### src/rtl/c3lib_gray_ptr_gen_if.sv
// Pointer-generator bundle: caller drives inc/clr/remote Gray pointer, block returns pointers and flags.
// Optional ptr_level member exists only when C3LIB_GRAY_PTR_LEVEL_EN is defined.
interface c3lib_gray_ptr_gen_if #(
   parameter int ADDR_WIDTH = 4
);
   logic                  ptr_inc;
   logic                  ptr_clr;
   logic [ADDR_WIDTH:0]   remote_gray_ptr;
   logic [ADDR_WIDTH-1:0] local_addr;
   logic [ADDR_WIDTH:0]   local_bin_ptr;
   logic [ADDR_WIDTH:0]   local_gray_ptr;
   logic                  ptr_flag;
   logic                  inc_err;
`ifdef C3LIB_GRAY_PTR_LEVEL_EN
   logic [ADDR_WIDTH:0]   ptr_level;
`endif

   modport master (
      output ptr_inc, ptr_clr, remote_gray_ptr,
`ifdef C3LIB_GRAY_PTR_LEVEL_EN
      input  ptr_level,
`endif
      input  local_addr, local_bin_ptr, local_gray_ptr, ptr_flag, inc_err
   );

   modport slave (
      input  ptr_inc, ptr_clr, remote_gray_ptr,
`ifdef C3LIB_GRAY_PTR_LEVEL_EN
      output ptr_level,
`endif
      output local_addr, local_bin_ptr, local_gray_ptr, ptr_flag, inc_err
   );
endinterface

### src/rtl/c3lib_gray_ptr_gen.sv
// Async-FIFO side pointer generator (write: full, read: empty); pointers and flag update 1 cycle after ptr_inc.
// Increments are dropped while the flag is set (inc_err pulses); C3LIB_GRAY_PTR_LEVEL_EN adds a registered ptr_level.
module c3lib_gray_ptr_gen #(
   parameter int ADDR_WIDTH = 4,
   parameter bit RD_SIDE    = 1'b0
) (
   input logic               clk,
   input logic               rst,
   c3lib_gray_ptr_gen_if.slave gp
);
   localparam int PW = ADDR_WIDTH + 1;
   localparam logic RST_FLAG = RD_SIDE ? 1'b1 : 1'b0;
   // Full means the remote pointer is exactly one lap behind: top two Gray bits inverted.
   localparam logic [PW-1:0] FULL_MASK = PW'(3) << (PW - 2);

   logic [PW-1:0] bin_q;
   logic [PW-1:0] gray_q;
   logic          flag_q;
   logic          err_q;
   logic          inc_eff;
   logic [PW-1:0] bin_next;
   logic [PW-1:0] gray_next;
   logic          flag_next;

   always_comb begin
      inc_eff   = gp.ptr_inc & ~flag_q;
      bin_next  = bin_q + PW'(inc_eff);
      gray_next = bin_next ^ (bin_next >> 1);
      if (RD_SIDE)
         flag_next = (gray_next == gp.remote_gray_ptr);
      else
         flag_next = (gray_next == (gp.remote_gray_ptr ^ FULL_MASK));
   end

`ifdef C3LIB_GRAY_PTR_LEVEL_EN
   logic [PW-1:0] remote_bin;
   logic [PW-1:0] level_next;
   logic [PW-1:0] level_q;

   always_comb begin
      remote_bin         = '0;
      remote_bin[PW-1]   = gp.remote_gray_ptr[PW-1];
      for (int i = PW - 2; i >= 0; i--)
         remote_bin[i] = remote_bin[i+1] ^ gp.remote_gray_ptr[i];
      if (RD_SIDE)
         level_next = remote_bin - bin_next;
      else
         level_next = bin_next - remote_bin;
   end

   always_ff @(posedge clk or posedge rst) begin
      if (rst)
         level_q <= '0;
      else if (gp.ptr_clr)
         level_q <= '0;
      else
         level_q <= level_next;
   end

   assign gp.ptr_level = level_q;
`endif

   always_ff @(posedge clk or posedge rst) begin
      if (rst) begin
         bin_q  <= '0;
         gray_q <= '0;
         flag_q <= RST_FLAG;
         err_q  <= 1'b0;
      end else if (gp.ptr_clr) begin
         bin_q  <= '0;
         gray_q <= '0;
         flag_q <= RST_FLAG;
         err_q  <= 1'b0;
      end else begin
         bin_q  <= bin_next;
         gray_q <= gray_next;
         flag_q <= flag_next;
         err_q  <= gp.ptr_inc & flag_q;
      end
   end

   assign gp.local_addr     = bin_q[ADDR_WIDTH-1:0];
   assign gp.local_bin_ptr  = bin_q;
   assign gp.local_gray_ptr = gray_q;
   assign gp.ptr_flag       = flag_q;
   assign gp.inc_err        = err_q;
endmodule

### src/flat_wrapper.sv
// flat-port wrapper written by rule: the top's interface ports become plain ports
module c3lib_gray_ptr_gen_flat 
#(
   parameter int ADDR_WIDTH = 4,
   parameter bit RD_SIDE    = 1'b0
)
  (clk, rst, gp_ptr_inc, gp_ptr_clr, gp_remote_gray_ptr, gp_local_addr, gp_local_bin_ptr, gp_local_gray_ptr, gp_ptr_flag, gp_inc_err);
  c3lib_gray_ptr_gen_if #(.ADDR_WIDTH(ADDR_WIDTH)) gp_i ();
  input logic clk;
  input logic rst;
  input wire logic [$bits(gp_i.ptr_inc)-1:0] gp_ptr_inc;
  input wire logic [$bits(gp_i.ptr_clr)-1:0] gp_ptr_clr;
  input wire logic [$bits(gp_i.remote_gray_ptr)-1:0] gp_remote_gray_ptr;
  output wire logic [$bits(gp_i.local_addr)-1:0] gp_local_addr;
  output wire logic [$bits(gp_i.local_bin_ptr)-1:0] gp_local_bin_ptr;
  output wire logic [$bits(gp_i.local_gray_ptr)-1:0] gp_local_gray_ptr;
  output wire logic [$bits(gp_i.ptr_flag)-1:0] gp_ptr_flag;
  output wire logic [$bits(gp_i.inc_err)-1:0] gp_inc_err;
  assign gp_i.ptr_inc = gp_ptr_inc;
  assign gp_i.ptr_clr = gp_ptr_clr;
  assign gp_i.remote_gray_ptr = gp_remote_gray_ptr;
  assign gp_local_addr = gp_i.local_addr;
  assign gp_local_bin_ptr = gp_i.local_bin_ptr;
  assign gp_local_gray_ptr = gp_i.local_gray_ptr;
  assign gp_ptr_flag = gp_i.ptr_flag;
  assign gp_inc_err = gp_i.inc_err;
  c3lib_gray_ptr_gen #(.ADDR_WIDTH(ADDR_WIDTH), .RD_SIDE(RD_SIDE)) u_core (.clk(clk), .rst(rst), .gp(gp_i));
endmodule
### config.mk
export PLATFORM = sky130hd
export DESIGN_NAME = c3lib_gray_ptr_gen_flat
export DESIGN_NICKNAME = d
export VERILOG_FILES = /design/src/rtl/c3lib_gray_ptr_gen_if.sv /design/src/rtl/c3lib_gray_ptr_gen.sv /design/src/flat_wrapper.sv
export SDC_FILE = /design/constraint.sdc
export NUM_CORES = 1
export LEC_CHECK = 0
export ABC_AREA = 1
export CORE_MARGIN = 2
export CORE_UTILIZATION = 48
export CTS_BUF_LIST = sky130_fd_sc_hd__clkbuf_4 sky130_fd_sc_hd__clkbuf_8
export DETAILED_ROUTE_END_ITERATION = 12
export HOLD_SLACK_MARGIN = 0.15
export PLACE_DENSITY = 0.93
export SLEW_MARGIN = 0
export SYNTH_ARGS = -nofsm -noshare
export SYNTH_HDL_FRONTEND = slang
export SYNTH_SLANG_ARGS = --single-unit
### constraint.sdc
create_clock -name clk -period 3.2 [get_ports clk]
set_input_delay 0.32 -clock clk [delete_from_list [all_inputs] [get_ports clk]]
set_output_delay 0.32 -clock clk [all_outputs]
set_load 0.005 [all_outputs]
Yosys cells after proc, flatten, opt, wreduce, memory -nomap -nowiden
Index checks and enable logic that the tools add are counted.

cells by class
  add/subtract/negate cells = 1
  equal/unequal tests = 1
  multiplexer cells = 4
  bitwise gates (word level) = 5

operators with widths
  cell         count
  $mux 5       2
  $add 5x1->5  1
  $eq 5x5->1   1
  $xor 5x4->5  1
  $and 1x1->1  2
  $mux 1       2
  $not 2->2    1
  $not 1->1    1

storage, ports and cells
  bits in registers = 12
  input bits = 9
  word-level logic and storage cells = 15

Depth between registers and ports, before layout
  depth in word-level cells = 6
  gate-level depth with buffers = 14
  mapped depth without buffers = 14

Least setup slack after synthesis
No wires, ideal clock.

  path type = register to register
  from = reg u_core.flag_q (netlist: u_core.gp.ptr_flag)
  to = reg u_core.flag_q (netlist: u_core.gp.ptr_flag)
  library setup time = 0.069 ns
  arrival = 1.579 ns
  path slack = 1.552 ns
  cell stages (with the launch flop) = 13
  path buffers = 0
  cells stage by stage = dfrtp_1 nor2_1 ha_1 ha_1 inv_1 nand2_1 nand2_1 nor2_1 nor2_1 nand2_1 nor2_1 nand2_1 nor2_2

on the way
  word-level cells in the longest chain between the ends = 6

ends and longest elaborated chain
  element                   line                      text
  start: declaration        c3lib_gray_ptr_gen.sv:18  logic flag_q;
  start signal: assignment  c3lib_gray_ptr_gen.sv:77  flag_q <= flag_next;
  $not 1->1                 c3lib_gray_ptr_gen.sv:26  inc_eff = gp.ptr_inc & ~flag_q;
  $and 1x1->1               c3lib_gray_ptr_gen.sv:26
  $add 5x1->5               c3lib_gray_ptr_gen.sv:27  bin_next = bin_q + PW'(inc_eff);
  $xor 5x4->5               c3lib_gray_ptr_gen.sv:28  gray_next = bin_next ^ (bin_next >> 1);
  $eq 5x5->1                c3lib_gray_ptr_gen.sv:32  flag_next = (gray_next == (gp.remote_gray_ptr ^ FULL_MASK));
  $mux 1                    c3lib_gray_ptr_gen.sv:69  end else if (gp.ptr_clr) begin

Every way passes these cells.

Worst setup path in the final report
  from = in gp_ptr_inc
  to = reg u_core.flag_q (netlist: u_core.gp.ptr_flag)

on the way
  word-level cells in the longest chain between the ends = 5

ends and longest elaborated chain
  element             line                      text
  start: declaration  flat_wrapper.sv:11        input wire logic [$bits(gp_i.ptr_inc)-1:0] gp_ptr_inc;
  $and 1x1->1         c3lib_gray_ptr_gen.sv:26
  $add 5x1->5         c3lib_gray_ptr_gen.sv:27
  $xor 5x4->5         c3lib_gray_ptr_gen.sv:28
  $eq 5x5->1          c3lib_gray_ptr_gen.sv:32
  $mux 1              c3lib_gray_ptr_gen.sv:69

Every way passes these cells.

==> flow_metrics.py <==
metrics = {
    "clock_tree": {
        "cts_tree": "yes",
        "htree_levels": 1,
        "post_cts_resized": 0,
        "cts_sinks": 11,
        "ctsHoldBuffers": 0,
        "root_buffer": "clkbuf_4",
        "cts_buffer_depth": 2,
        "cts_setup_buffers": 0,
        "numCtsBuffers": 3,
        "insertion_delay_ns": 0.28,
        "clkTransAtPathRegs_ns": 0.07,
    },
    "final_layout": {
        "area_growth_pct": 37.0,
        "nets": 127,
        "finalInstanceArea_um2": 917,
        "utilization_pct": 70.5,
        "num_antenna_cells": 0,
        "drive_gt1_share_pct": 6.96,
    },
    "timing": {
        "setup_viol": 0,
        "max_slew_margin_pct": 70.3,
        "post-route-period-util_pct": 61.9,
        "finalHoldViolations": 0,
        "setup_tns_ns": 0,
        "tightest_slew_ns": 0.445,
        "finClkSkew_ns": 0.000891,
        "fmax_mhz": 505,
        "worst_slack_ns": 1.22,
        "min_period_ns": 1.98,
        "rsz0062_at_grt": "false",
        "maxSlewViolCount": 0,
    },
    "global_route": {
        "grt.overflow.total": 0,
        "grtUsageTotal_pct": 24.9,
        "grt_pass1_wl_mm": 2.64,
        "first_global_vias": 647,
        "antenna_found_initial": 0,
        "grt_start_max_net_pins": 12,
    },
    "detailed_routing": {
        "drt_wl_total_mm": 1.67,
        "wl_per_cell_um": 12.8,
        "drtPass1Iterations": 4,
        "viasPerCell": 5.24,
        "via_count": 681,
        "drcViolationCount": 0,
        "drt_iter0_markers": 13,
        "ant_nets": 0,
    },
    "die": {
        "fp.dieW_um": 41.3,
        "dieArea_mm2": 0.00171,
        "start_util_pct": 51.4,
        "rows": 13,
        "coreArea_mm2": 0.00130,
        "num_io_pins": 25,
        "die_y_um": 41.3,
    },
    "power_and_ir_drop": {
        "p_switching_mw": 0.0954,
        "p_per_area_mw_per_mm2": 369,
        "total_power_mw": 0.338,
        "combPwrFrac_pct": 23.5,
        "ir_drop_uv": 341,
        "p_leak_nw": 0.468,
        "switching_share_pct": 28.2,
        "power_frac_clock_pct": 32.0,
        "seq_power_share_pct": 44.5,
        "p_int_mw": 0.243,
    },
    "synthesis": {
        "synthTopCellsByArea": "dfrtp_1 41%, nand2_1 15%, nand3_1 9.0%, inv_1 7.9%, nor2_1 6.2%",
        "synthCells": 93,
        "synth_top_area_share_pct": 41.1,
        "synth_flop_cell": "dfrtp_1",
        "yosysTopAreaCell": "dfrtp_1",
        "syn_area_um2": 669,
        "ys_warn_count": 0,
        "synth_edf_count": 0,
        "ys_seq_area_share_pct": 41.1,
        "async_flop_share_pct": 100,
        "synth_most_common_cell": "nand2_1",
        "synth.avg_cell_area_um2": 7.20,
        "synth.ff_latch_count": 11,
        "netlist_top_cells_count": "26 x nand2_1, 14 x inv_1, 12 x nand3_1",
        "synth_nets": 104,
        "yosysUniqueCellTypes": 14,
    },
    "setup_path": {
        "cp_max_fo": 4,
        "cpMostUsedCell": "nand3_1",
        "required_ns": 3.42,
        "slowest_stage": "clkdlybuf4s50_1",
        "cp-start-kind": "input port",
        "worstPathArrival_ns": 2.20,
        "path_cells": "clkdlybuf4s50_1 -> inv_1 -> nor2_1 -> ha_1 -> ha_1 -> inv_1 -> nand3_1 -> nand3_1 -> nand3_1 -> nor2_1 -> nand2_1 -> nor2_2",
        "worst_setup_path_end_kind": "flip-flop",
        "max_stage_delay_ns": 0.49,
        "worstSetupPathType": "input port to flip-flop",
    },
    "min_path": {
        "min_path_type": "input port to async pin",
    },
    "placement": {
        "portBuffers": 24,
        "dpl.hpwl_mm": 1.29,
        "place_area_um2": 887,
        "gp_congestion": 0.809,
        "dp_slack_ns": 0.939,
    },
    "flow_run": {
        "cap_violations": 0,
    },
    "status": {
        "outcome": "finished clean",
    },
}
==> per-layer routing <==
layer | vias up | share of wire (%) | global-route usage, %
li1 | 331 | - | -
met2 | 27 | 51 | 42.2
met4 | 0 | 5.1 | 21.8
met5 | - | 0 | 0
met3 | 11 | 5.1 | 6.91
met1 | 312 | 38 | 24.7
==> cell type report <==
class / instances / area (µm²)
sequential: 11 / 275
clock buffer: 4 / 30.0
multi-input combinational: 62 / 300
fill: 105 / 384
tap: 15 / 18.8
inverter: 14 / 52.6
timing repair buffer: 24 / 240
==> sequential cells by signal, indices dropped and copies added (netlist names) <==
| name | cells |
|---|---|
| u_core.gp.local_gray_ptr | 4 |
| u_core.gp.local_bin_ptr | 5 |
| u_core.gp.inc_err | 1 |
| u_core.gp.ptr_flag | 1 |
==> metrics by stage <==
step / hold slack, ns / instances
floorplan: 0.172 / 93
global placement: 0.524 / 126
detailed placement: 0.526 / 126
CTS: 0.352 / 130
global route: 0.389 / 130
finish: 0.344 / 130
==> worst max-delay path, delay by kind of cell <==
family,cells,cell delay (ns)
adder cells (fa/ha/maj),2,0.54
AND/OR/NAND/NOR,7,0.65
buffers and inverters,3,0.69
==> cells in the final DEF (no fill, tap or decap) <==
cell type,instances
a21oi_1,3
clkbuf_4,4
clkdlybuf4s50_1,24
dfrtp_1,11
ha_1,2
inv_1,14
nand2_1,26
nand2_2,1
nand2_4,2
nand3_1,12
nand3b_1,1
nand4_1,3
nor2_1,11
nor2_2,1
==> worst paths after layout <==
kind / startpoint / end / slack (ns) / depth (start not counted)
min in group clk: u_core.gp.ptr_flag$_DFF_PP0_ / u_core.gp.inc_err$_DFF_PP0_ / 0.54 / 2
worst min-delay path: rst / u_core.gp.local_bin_ptr[2]$_DFF_PP0_ / 0.34 / 2
max in group asynchronous: rst / u_core.gp.local_gray_ptr[1]$_DFF_PP0_ / 2.55 / 2
worst min register to register: u_core.gp.ptr_flag$_DFF_PP0_ / u_core.gp.inc_err$_DFF_PP0_ / 0.54 / 2
worst max-delay path: gp_ptr_inc / u_core.gp.ptr_flag$_DFF_PP0_ / 1.22 / 12
worst max register to register: u_core.gp.ptr_flag$_DFF_PP0_ / u_core.gp.ptr_flag$_DFF_PP0_ / 1.37 / 10
==> cells by family after synthesis <==
kind of cell | Yosys count | synth area share (%)
buf+inv | 20 | 14.0
compound gates | 3 | 2.24
fa+ha+maj | 2 | 3.74
flops | 11 | 41.1
simple gates | 57 | 38.9
==> power by group through the flow <==
stage | Combinational, mW | Sequential [mW] | Clock (mW)
2_1_floorplan | 0.0436 | 0.153 | 0
6_report | 0.0796 | 0.150 | 0.108
3_3_place_gp | 0.0751 | 0.153 | 0
4_1_cts | 0.0796 | 0.150 | 0.108
3_5_place_dp | 0.0789 | 0.153 | 0
5_1_grt | 0.0891 | 0.151 | 0.115
No activity file was read; power rests on OpenSTA's default activity.
